**src/rtl/muldiv_unit.sv**
```systemverilog
// Iterative RV32M/RV64M multiply/divide unit: shift-add multiply and restoring divide
// over XLEN cycles, one-cycle fast path for division corner cases, valid/ready handshake.
module muldiv_unit #(
    parameter int XLEN = 32
) (
    input  logic            i_clk,
    input  logic            i_rst_n,
    input  logic            i_flush,
    input  logic            i_in_valid,
    output logic            o_in_ready,
    input  logic [2:0]      i_funct3,
    input  logic [XLEN-1:0] i_a,
    input  logic [XLEN-1:0] i_b,
    output logic            o_out_valid,
    input  logic            i_out_ready,
    output logic [XLEN-1:0] o_result,
    output logic            o_busy
);

    localparam int CW = $clog2(XLEN + 1);
    localparam logic [CW-1:0]   LP_ITER = CW'(XLEN);
    localparam logic [CW-1:0]   LP_ONE  = CW'(1);
    localparam logic [XLEN-1:0] LP_MIN  = {1'b1, {(XLEN-1){1'b0}}};

    typedef enum logic [1:0] {IDLE, BUSY, DONE} state_t;

    state_t            r_state;
    state_t            w_nextState;
    logic [CW-1:0]     r_count;
    logic [2:0]        r_op;
    logic              r_negX;
    logic              r_negR;
    logic [XLEN-1:0]   r_hi;
    logic [XLEN-1:0]   r_lo;
    logic [XLEN-1:0]   r_opnd;
    logic [XLEN-1:0]   r_result;

    logic              w_isDiv;
    logic              w_signA;
    logic              w_signB;
    logic [XLEN-1:0]   w_magA;
    logic [XLEN-1:0]   w_magB;
    logic              w_bZero;
    logic              w_ovf;
    logic              w_fast;
    logic [XLEN-1:0]   w_fastResult;
    logic              w_accept;

    logic [XLEN:0]     w_sum;
    logic [XLEN:0]     w_shift;
    logic              w_qbit;
    logic [XLEN-1:0]   w_diff;
    logic [XLEN-1:0]   w_nextHi;
    logic [XLEN-1:0]   w_nextLo;
    logic [2*XLEN-1:0] w_prod;
    logic [2*XLEN-1:0] w_prodS;
    logic [XLEN-1:0]   w_quot;
    logic [XLEN-1:0]   w_rem;
    logic [XLEN-1:0]   w_final;

    // Operand decode on the request: MUL/MULH/MULHSU treat A as signed, only MUL/MULH treat B as signed.
    assign w_isDiv = i_funct3[2];
    assign w_signA = i_a[XLEN-1] & (w_isDiv ? ~i_funct3[0] : (i_funct3[1:0] != 2'b11));
    assign w_signB = i_b[XLEN-1] & (w_isDiv ? ~i_funct3[0] : ~i_funct3[1]);
    assign w_magA  = w_signA ? -i_a : i_a;
    assign w_magB  = w_signB ? -i_b : i_b;

    assign w_bZero      = (i_b == '0);
    assign w_ovf        = ~i_funct3[0] & (i_a == LP_MIN) & (i_b == '1);
    assign w_fast       = w_isDiv & (w_bZero | w_ovf);
    assign w_fastResult = w_bZero ? (i_funct3[1] ? i_a : '1) : (i_funct3[1] ? '0 : i_a);
    assign w_accept     = (r_state == IDLE) & i_in_valid & ~i_flush;

    // r_hi/r_lo hold {partial product, multiplier} for multiply and {remainder, dividend/quotient} for divide.
    assign w_sum   = {1'b0, r_hi} + (r_lo[0] ? {1'b0, r_opnd} : '0);
    assign w_shift = {r_hi, r_lo[XLEN-1]};
    assign w_qbit  = (w_shift >= {1'b0, r_opnd});
    assign w_diff  = w_shift[XLEN-1:0] - r_opnd;

    assign w_nextHi = r_op[2] ? (w_qbit ? w_diff : w_shift[XLEN-1:0]) : w_sum[XLEN:1];
    assign w_nextLo = r_op[2] ? {r_lo[XLEN-2:0], w_qbit} : {w_sum[0], r_lo[XLEN-1:1]};

    assign w_prod  = {w_nextHi, w_nextLo};
    assign w_prodS = r_negX ? -w_prod : w_prod;
    assign w_quot  = r_negX ? -w_nextLo : w_nextLo;
    assign w_rem   = r_negR ? -w_nextHi : w_nextHi;
    assign w_final = r_op[2] ? (r_op[1] ? w_rem : w_quot)
                             : ((r_op[1:0] == 2'b00) ? w_prodS[XLEN-1:0] : w_prodS[2*XLEN-1:XLEN]);

    always_ff @(posedge i_clk or negedge i_rst_n) begin
        if (!i_rst_n) begin
            r_state <= IDLE;
        end else begin
            r_state <= w_nextState;
        end
    end

    // Flush overrides every transition, including a same-cycle request or result handover.
    always_comb begin
        w_nextState = r_state;
        o_in_ready  = 1'b0;
        o_out_valid = 1'b0;
        o_busy      = 1'b0;
        case (r_state)
            IDLE: begin
                o_in_ready = 1'b1;
                if (i_in_valid) begin
                    w_nextState = w_fast ? DONE : BUSY;
                end
            end
            BUSY: begin
                o_busy = 1'b1;
                if (r_count == LP_ONE) begin
                    w_nextState = DONE;
                end
            end
            DONE: begin
                o_out_valid = 1'b1;
                o_busy      = 1'b1;
                if (i_out_ready) begin
                    w_nextState = IDLE;
                end
            end
            default: w_nextState = IDLE;
        endcase
        if (i_flush) begin
            w_nextState = IDLE;
        end
    end

    always_ff @(posedge i_clk or negedge i_rst_n) begin
        if (!i_rst_n) begin
            r_count  <= '0;
            r_op     <= '0;
            r_negX   <= 1'b0;
            r_negR   <= 1'b0;
            r_hi     <= '0;
            r_lo     <= '0;
            r_opnd   <= '0;
            r_result <= '0;
        end else if (w_accept) begin
            r_op <= i_funct3;
            if (w_fast) begin
                r_result <= w_fastResult;
            end else begin
                r_count <= LP_ITER;
                r_negX  <= w_signA ^ w_signB;
                r_negR  <= w_signA;
                r_hi    <= '0;
                r_lo    <= w_isDiv ? w_magA : w_magB;
                r_opnd  <= w_isDiv ? w_magB : w_magA;
            end
        end else if ((r_state == BUSY) && !i_flush) begin
            r_hi    <= w_nextHi;
            r_lo    <= w_nextLo;
            r_count <= r_count - LP_ONE;
            if (r_count == LP_ONE) begin
                r_result <= w_final;
            end
        end
    end

    assign o_result = r_result;

endmodule

```
**config.mk**
```make
export PLATFORM = sky130hd
export DESIGN_NAME = muldiv_unit
export DESIGN_NICKNAME = d
export VERILOG_FILES = /design/src/rtl/muldiv_unit.sv
export SDC_FILE = /design/constraint.sdc
export NUM_CORES = 1
export LEC_CHECK = 0
export ABC_AREA = 0
export CORE_ASPECT_RATIO = 0.75
export CORE_UTILIZATION = 45
export DETAILED_ROUTE_END_ITERATION = 10
export GPL_TIMING_DRIVEN = 0
export HOLD_SLACK_MARGIN = 0.03
export PLACE_DENSITY_LB_ADDON = 0.05
export REMOVE_ABC_BUFFERS = 1
export SYNTH_ARGS = -nofsm -noshare
export SYNTH_HDL_FRONTEND = slang
export SYNTH_SLANG_ARGS = --single-unit
```
**constraint.sdc**
```tcl
create_clock -name i_clk -period 9.7 [get_ports i_clk]
set_input_delay 1.94 -clock i_clk [delete_from_list [all_inputs] [get_ports i_clk]]
set_output_delay 1.94 -clock i_clk [all_outputs]
set_load 0.03 [all_outputs]
```
# Word-level counts from Yosys, hierarchy flattened
# Cells that the tools add are included.
# word_totals
reg_bits	141
input_bits	72
output_inout_bits	35
elab_cells	95
# classes
add_sub_neg	8
n_lt_le_gt_ge	1
eq_ne	11
mux	41
n_bitwise	13
n_reduce_logical	12
# ops
operator	count
two-way mux 32 bit	26
negator 32 bit	4
== test 32 bit (second input constant)	2
two-way mux 64 bit	1
negator 64 bit	1
adder 32 x 32 -> 33 bit	1
greater-or-equal comparator 33 x 32 -> 1 bit	1
zero test 32 bit	1
subtractor 32 bit	1
two-way mux 6 bit	3
two-way mux 2 bit	5
inequality test 3 bit (second input constant)	3
AND 1 bit	7
== test 6 x 1 -> 1 bit (second input constant)	1
inequality test 2 bit (second input constant)	3
case mux 2 bit (3 select lines)	1
AND reduction 3 bit	2
subtractor 6 x 1 -> 6 bit (second input constant)	1
two-way mux 1 bit	5
zero test 2 bit	2
NOT 1 bit	4
AND reduction 2 bit	2
nonzero test 2 bit	2
== test 2 x 1 -> 1 bit (second input constant)	1
6 further kinds	6

# Logic depth before layout (Yosys ltp)
# depth
ltp_word	10
depth_mapped	25
ltp_nobuf	21

# Worst setup path after synthesis
# Ideal clock, no wire load.
# synth_path
path_kind	register -> register
startpoint	register r_op[2]
endpoint	register r_result[22], in the netlist o_result[22]
setup_time_ns	0.145
t_arrival_ns	5.027
t_required_ns	9.555
setup_slack_ns	4.528
stages_incl_launch_ff	21
path_buffers	7
period_less_slack_ns	5.172
path_cell_list	dfrtp_1 -> buf_2 -> buf_2 -> buf_2 -> buf_1 -> clkbuf_1 -> buf_1 -> mux2i_1 -> ha_1 -> o211ai_1 -> nor3_1 -> nand2_1 -> or2_2 -> clkbuf_1 -> nor2_1 -> nand4_1 -> or4_1 -> o31ai_1 -> xor2_1 -> o221ai_1 -> o311ai_1
# synth_between
elab_chain_len	8
word_cells_on_any_way	14
cone_classes	add/sub: 3; mux: 11
# synth_rtl
element	line	rtl
start: declaration	30	logic [2:0] r_op;
start signal: assignment	142	r_op <= i_funct3;
two-way mux 32 bit (on tied branches)	81, 80	
negator 64 bit (tied with other cells)	84	assign w_prodS = r_negX ? -w_prod : w_prod;
two-way mux 64 bit (tied with other cells)	84	
two-way mux 32 bit (on tied branches)	88, 87	
two-way mux 32 bit (*)	87	assign w_final = r_op[2] ? (r_op[1] ? w_rem : w_quot)
two-way mux 32 bit (*)	157	if (r_count == LP_ONE) begin
two-way mux 32 bit (*)	153	end else if ((r_state == BUSY) && !i_flush) begin
two-way mux 32 bit (*)	141	end else if (w_accept) begin
end signal: assignment	144	r_result <= w_fastResult;
end signal: assignment	158	r_result <= w_final;
end: declaration	36	logic [XLEN-1:0] r_result;
# Mark *: on every way between the ends. The rest lies on a longest branch, timed or not. The select of a mux whose other input is x is not followed.
# A chain may end at the register's enable or synchronous reset.

# Final worst setup path
# layout_path
startpoint	register r_opnd[22]
endpoint	register r_result[18], in the netlist o_result[18]
# layout_between
elab_chain_len	10
word_cells_on_any_way	16
cone_classes	add/sub: 3; order compare: 1; mux: 12
# layout_rtl
element	line	rtl
start: declaration	35	logic [XLEN-1:0] r_opnd;
start signal: assignment	151	r_opnd <= w_isDiv ? w_magB : w_magA;
greater-or-equal comparator 33 x 32 -> 1 bit (*)	77	assign w_qbit = (w_shift >= {1'b0, r_opnd});
two-way mux 32 bit (2 in a row)	80	assign w_nextHi = r_op[2] ? (w_qbit ? w_diff : w_shift[XLEN-1:0]) : w_sum[XLEN:1];
negator 64 bit / negator 32 bit (equally long branches)	84, 86	
two-way mux 64 bit / two-way mux 32 bit (equally long branches)	84, 86	
two-way mux 32 bit (on tied branches)	88, 87	
two-way mux 32 bit (*)	87	
two-way mux 32 bit (*)	157	
two-way mux 32 bit (*)	153	
two-way mux 32 bit (*)	141	
# Marked as above.

==> results_tabular.tex <==
\begin{tabular}{lr}
\hline
Metric & Value \\
\hline
\multicolumn{2}{l}{\textbf{Power}} \\
Power share of the clock group & 0.131 \\
Switch share & 0.542 \\
Switching Power & 3.16 mW \\
Total power density per cell area & 315 nW/um2 \\
Internal power & 2.67 mW \\
Proportion of power drawn by flip-flops and latches & 0.193 \\
Max rail drop VDD & 142 uV \\
Total power of the final layout & 5.83 mW \\
Cell leakage power & 7.40 nW \\
Relative contribution of combinational cells to total power & 0.676 \\
\multicolumn{2}{l}{\textbf{Logic synthesis}} \\
Share of the yosys chip area belonging to registers & 0.214 \\
Count of mapped cells out of synthesis & 2331 \\
Count of unique library cells instantiated by Yosys & 94 \\
Cell area after synthesis & 16500 um2 \\
Share of the synthesized area in the top cell type & 0.214 \\
Synth warnings & 0 \\
Async S/R FF share, synth & 1.00 \\
Most common cell in the netlist & sky130\_fd\_sc\_hd\_\_nand2\_1 \\
Post-synthesis area per instance & 7.06 um2 \\
Predominant post-synthesis flop cell & sky130\_fd\_sc\_hd\_\_dfrtp\_1 \\
Cell types with the highest counts after synthesis & sky130\_fd\_sc\_hd\_\_nand2\_1, sky130\_fd\_sc\_hd\_\_nor2\_1, sky130\_fd\_sc\_hd\_\_a21oi\_1, sky130\_fd\_sc\_hd\_\_o21ai\_0, sky130\_fd\_sc\_hd\_\_dfrtp\_1 \\
Cell type with the highest aggregate area in the netlist & sky130\_fd\_sc\_hd\_\_dfrtp\_1 \\
Top cells by area in the synthesized netlist & sky130\_fd\_sc\_hd\_\_dfrtp\_1, sky130\_fd\_sc\_hd\_\_a21oi\_1, sky130\_fd\_sc\_hd\_\_o21ai\_0 \\
Number of enable flip-flop cells after synthesis & 0 \\
Register bit total from synthesis & 141 \\
\multicolumn{2}{l}{\textbf{Route}} \\
Per-cell routed wire length & 22.8 um \\
Total Routed Length & 63900 um \\
DRC violation total after the first TritonRoute iteration & 2191 \\
Total number of vias & 17.9k \\
Via count normalized by instance count & 6.38 \\
DRC violations left & 0 \\
Detailed Routing Iterations Pass 1 & 6 \\
Number of nets with antenna violations after routing & 0 \\
\multicolumn{2}{l}{\textbf{Clock tree}} \\
TritonCTS clock tree & done \\
Clock tree root buffer cell & sky130\_fd\_sc\_hd\_\_clkbuf\_16 \\
\# H-tree levels & 4 \\
Total CTS buffers & 17 \\
Clock latency on the worst-skew pair & 450 ps \\
Sink count of the clock tree & 141 \\
Number of buffers inserted by hold repair at cts & 0 \\
Bufs on Longest Clock Path & 2 \\
Buffers inserted by post-CTS timing repair & 0 \\
Clk pin slew, worst setup/hold paths & 70 ps \\
Cells resized by post-CTS repair & 0 \\
\multicolumn{2}{l}{\textbf{Critical path}} \\
CP endpoint kind & flip-flop \\
Highest cell delay on the worst timing path & 680 ps \\
Worst R2R Path Depth & 20 \\
Classification of the worst setup path & flip-flop to flip-flop \\
Endpoint of the worst register-to-register path & o\_result[18] \\
Worst-path maximum fanout & 13 \\
Max stage delay cell, worst path & sky130\_fd\_sc\_hd\_\_or4\_1 \\
Reg-to-reg slack, setup & 2340 ps \\
Critical path required time & 10010 ps \\
Critical path data arrival time & 7670 ps \\
CP delay by family, top & compound AO/OA/AOI/OAI gates \\
Critical path, cell by cell & inv\_1, ha\_1, a21oi\_1, o31ai\_1, a2111oi\_4, o211a\_2, a31oi\_1, inv\_1, ha\_1, o211ai\_1, nor3\_1, nand2\_1, or2\_2, nor2\_1, nand4\_1, or4\_1, o21ai\_1, xor2\_1, a221oi\_1, a21oi\_1 \\
Launch instance of the worst register-to-register path & r\_opnd[22] \\
Critical Path Start Type & flip-flop \\
Buffer and inverter count on the worst path & 2 \\
\multicolumn{2}{l}{\textbf{Place}} \\
Port Buffers & 106 \\
HPWL after detailed placement & 49500 um \\
Worst Setup Slack post-DPL & 2160 ps \\
Post-detailed-placement cell area & 17900 um2 \\
Placed cell count & 2770 \\
Final weighted congestion of routability-driven global placement & 0.969 \\
\multicolumn{2}{l}{\textbf{Finish}} \\
Cell area after layout & 18500 um2 \\
Fill cell count & 3651 \\
Share of cells above drive strength 1 & 0.0509 \\
Area of the multi-input gates & 12100 um2 \\
Relative area change from synthesis to final layout & 12.5\% \\
Final Core Density & 0.515 \\
Net total in the final layout & 2472 \\
Register cell area after layout & 3530 um2 \\
Antenna fix cells & 0 \\
Post-layout instance count excluding filler cells & 2802 \\
\multicolumn{2}{l}{\textbf{Outcome}} \\
Outcome & finished, final reports clean \\
\multicolumn{2}{l}{\textbf{STA}} \\
Post-route clock period utilization & 0.759 \\
Minimum hold slack & 504 ps \\
Largest clock skew in the final design & 9.49 ps \\
Final worst path period need & 7360 ps \\
Timing-limited maximum frequency & 136 MHz \\
Worst Slack Setup Final & 2340 ps \\
Slew at the pin with the worst max-slew slack & 1410 ps \\
RSZ-0062 raised after global routing & no \\
TNS Setup & 0 ps \\
Final number of setup-violating endpoints & 0 \\
Worst-case headroom to the max-slew limit & 0.0624 \\
Number of pins exceeding their max-slew limit in the final report & 0 \\
Fin. Hold Viols & 0 \\
\multicolumn{2}{l}{\textbf{GRT}} \\
Pin count of the biggest net entering global routing & 110 \\
Wire length of the first global-routing pass & 96400 um \\
Via count of the first global-routing pass & 15.9k \\
Global Route Usage Sum & 0.338 \\
Number of antenna violations at the first check in global routing & 1 \\
Overall overflow remaining after global route & 0 \\
\multicolumn{2}{l}{\textbf{Floorplan}} \\
Core Rows & 60 \\
Width of the die & 223 um \\
Total Die Area & 37400 um2 \\
Y dimension of the die & 168 um \\
Effective utilization at floorplan & 0.458 \\
I/O pin cnt & 107 \\
Core box area & 36000 um2 \\
\multicolumn{2}{l}{\textbf{Min path}} \\
Worst hold path depth & 2 \\
Worst hold start & r\_opnd[5] \\
End point of the most critical hold path & r\_opnd[5] \\
Path type of the worst min-delay path & flip-flop to flip-flop \\
\multicolumn{2}{l}{\textbf{Run}} \\
Max-capacitance violation count & 0 \\
\hline
\end{tabular}
worst max-delay path by stage:
stage	slack, ps	start	cells past startpoint	end
CTS	2620	i_b[3]	14	o_result[5]
detailed placement	2160	i_b[3]	15	r_lo[31]
finish	2340	r_opnd[22]	20	o_result[18]
floorplan	-450	i_b[16]	9	r_lo[31]
global route	2090	i_b[3]	15	r_lo[31]
global placement	-5610	i_b[3]	12	r_lo[31]
power groups by stage:
| stage | Sequential (mW) | Clock [mW] | Combinational (mW) |
|---|---|---|---|
| 2_1_floorplan | 1.12 | 0 | 2.61 |
| 3_3_place_gp | 1.17 | 0 | 3.73 |
| 3_5_place_dp | 1.12 | 0 | 3.83 |
| 4_1_cts | 1.11 | 0.773 | 3.85 |
| 5_1_grt | 1.15 | 0.796 | 4.27 |
| 6_report | 1.13 | 0.764 | 3.94 |
layout by cell type, fill, tap and decap left out, drive strengths merged, types with 74 or more instances in the layout:
cell type	netlist	layout
dfrtp	141	141
nor2	257	257
xnor2	91	91
nand2	282	282
clkdlybuf4s50	0	103
inv	75	82
o21ai	227	227
ha	74	74
xor2	87	87
nand3	80	80
a21oi	252	252
state kept, by name, summed over array words and instances, names as in the netlist:
register,flops
o_result,32
r_hi,32
r_lo,32
r_opnd,32
r_count,6
r_op,3
r_state,2
r_negR,1
r_negX,1
area by class of cell:
cell class | instances | share of cell area
well taps | 465 | 0.0314
clock inverters | 15 | 0.0126
inverters | 76 | 0.0154
flip-flops and latches | 141 | 0.191
clock buffers | 17 | 0.0230
repair buffers | 123 | 0.0743
multi-input cells | 1965 | 0.653
kinds of logic (layout without fill, tap and decap cells):
| group | after synthesis | count (layout) | synth area share |
|---|---|---|---|
| xor gates and xnor gates | 178 | 178 | 0.0947 |
| buffers and inverters | 225 | 231 | 0.0532 |
| adders and majority gates | 76 | 76 | 0.0587 |
| muxes | 58 | 58 | 0.0364 |
| AOI/OAI and AO/OA | 772 | 772 | 0.293 |
| DFF | 141 | 141 | 0.214 |
| and+or+nand+nor | 881 | 881 | 0.250 |
metal layers:
| metal | routed length, um | share of wire | vias to the layer above | track usage |
|---|---|---|---|---|
| li1 | - | - | 8428 | - |
| met5 | 0 | 0 | - | 0 |
| met3 | 4890 | 0.076 | 75 | 0.0507 |
| met2 | 26900 | 0.42 | 787 | 0.495 |
| met1 | 30500 | 0.48 | 8595 | 0.504 |
| met4 | 1590 | 0.025 | 0 | 0.0999 |
tightest hold or removal path, cell delays in order (launching register included):
cell                      delay [ps]
sky130_fd_sc_hd__dfrtp_1         360
sky130_fd_sc_hd__nand2_1          50
sky130_fd_sc_hd__o21ai_0          60
Power figures use the tool's default switching activity.
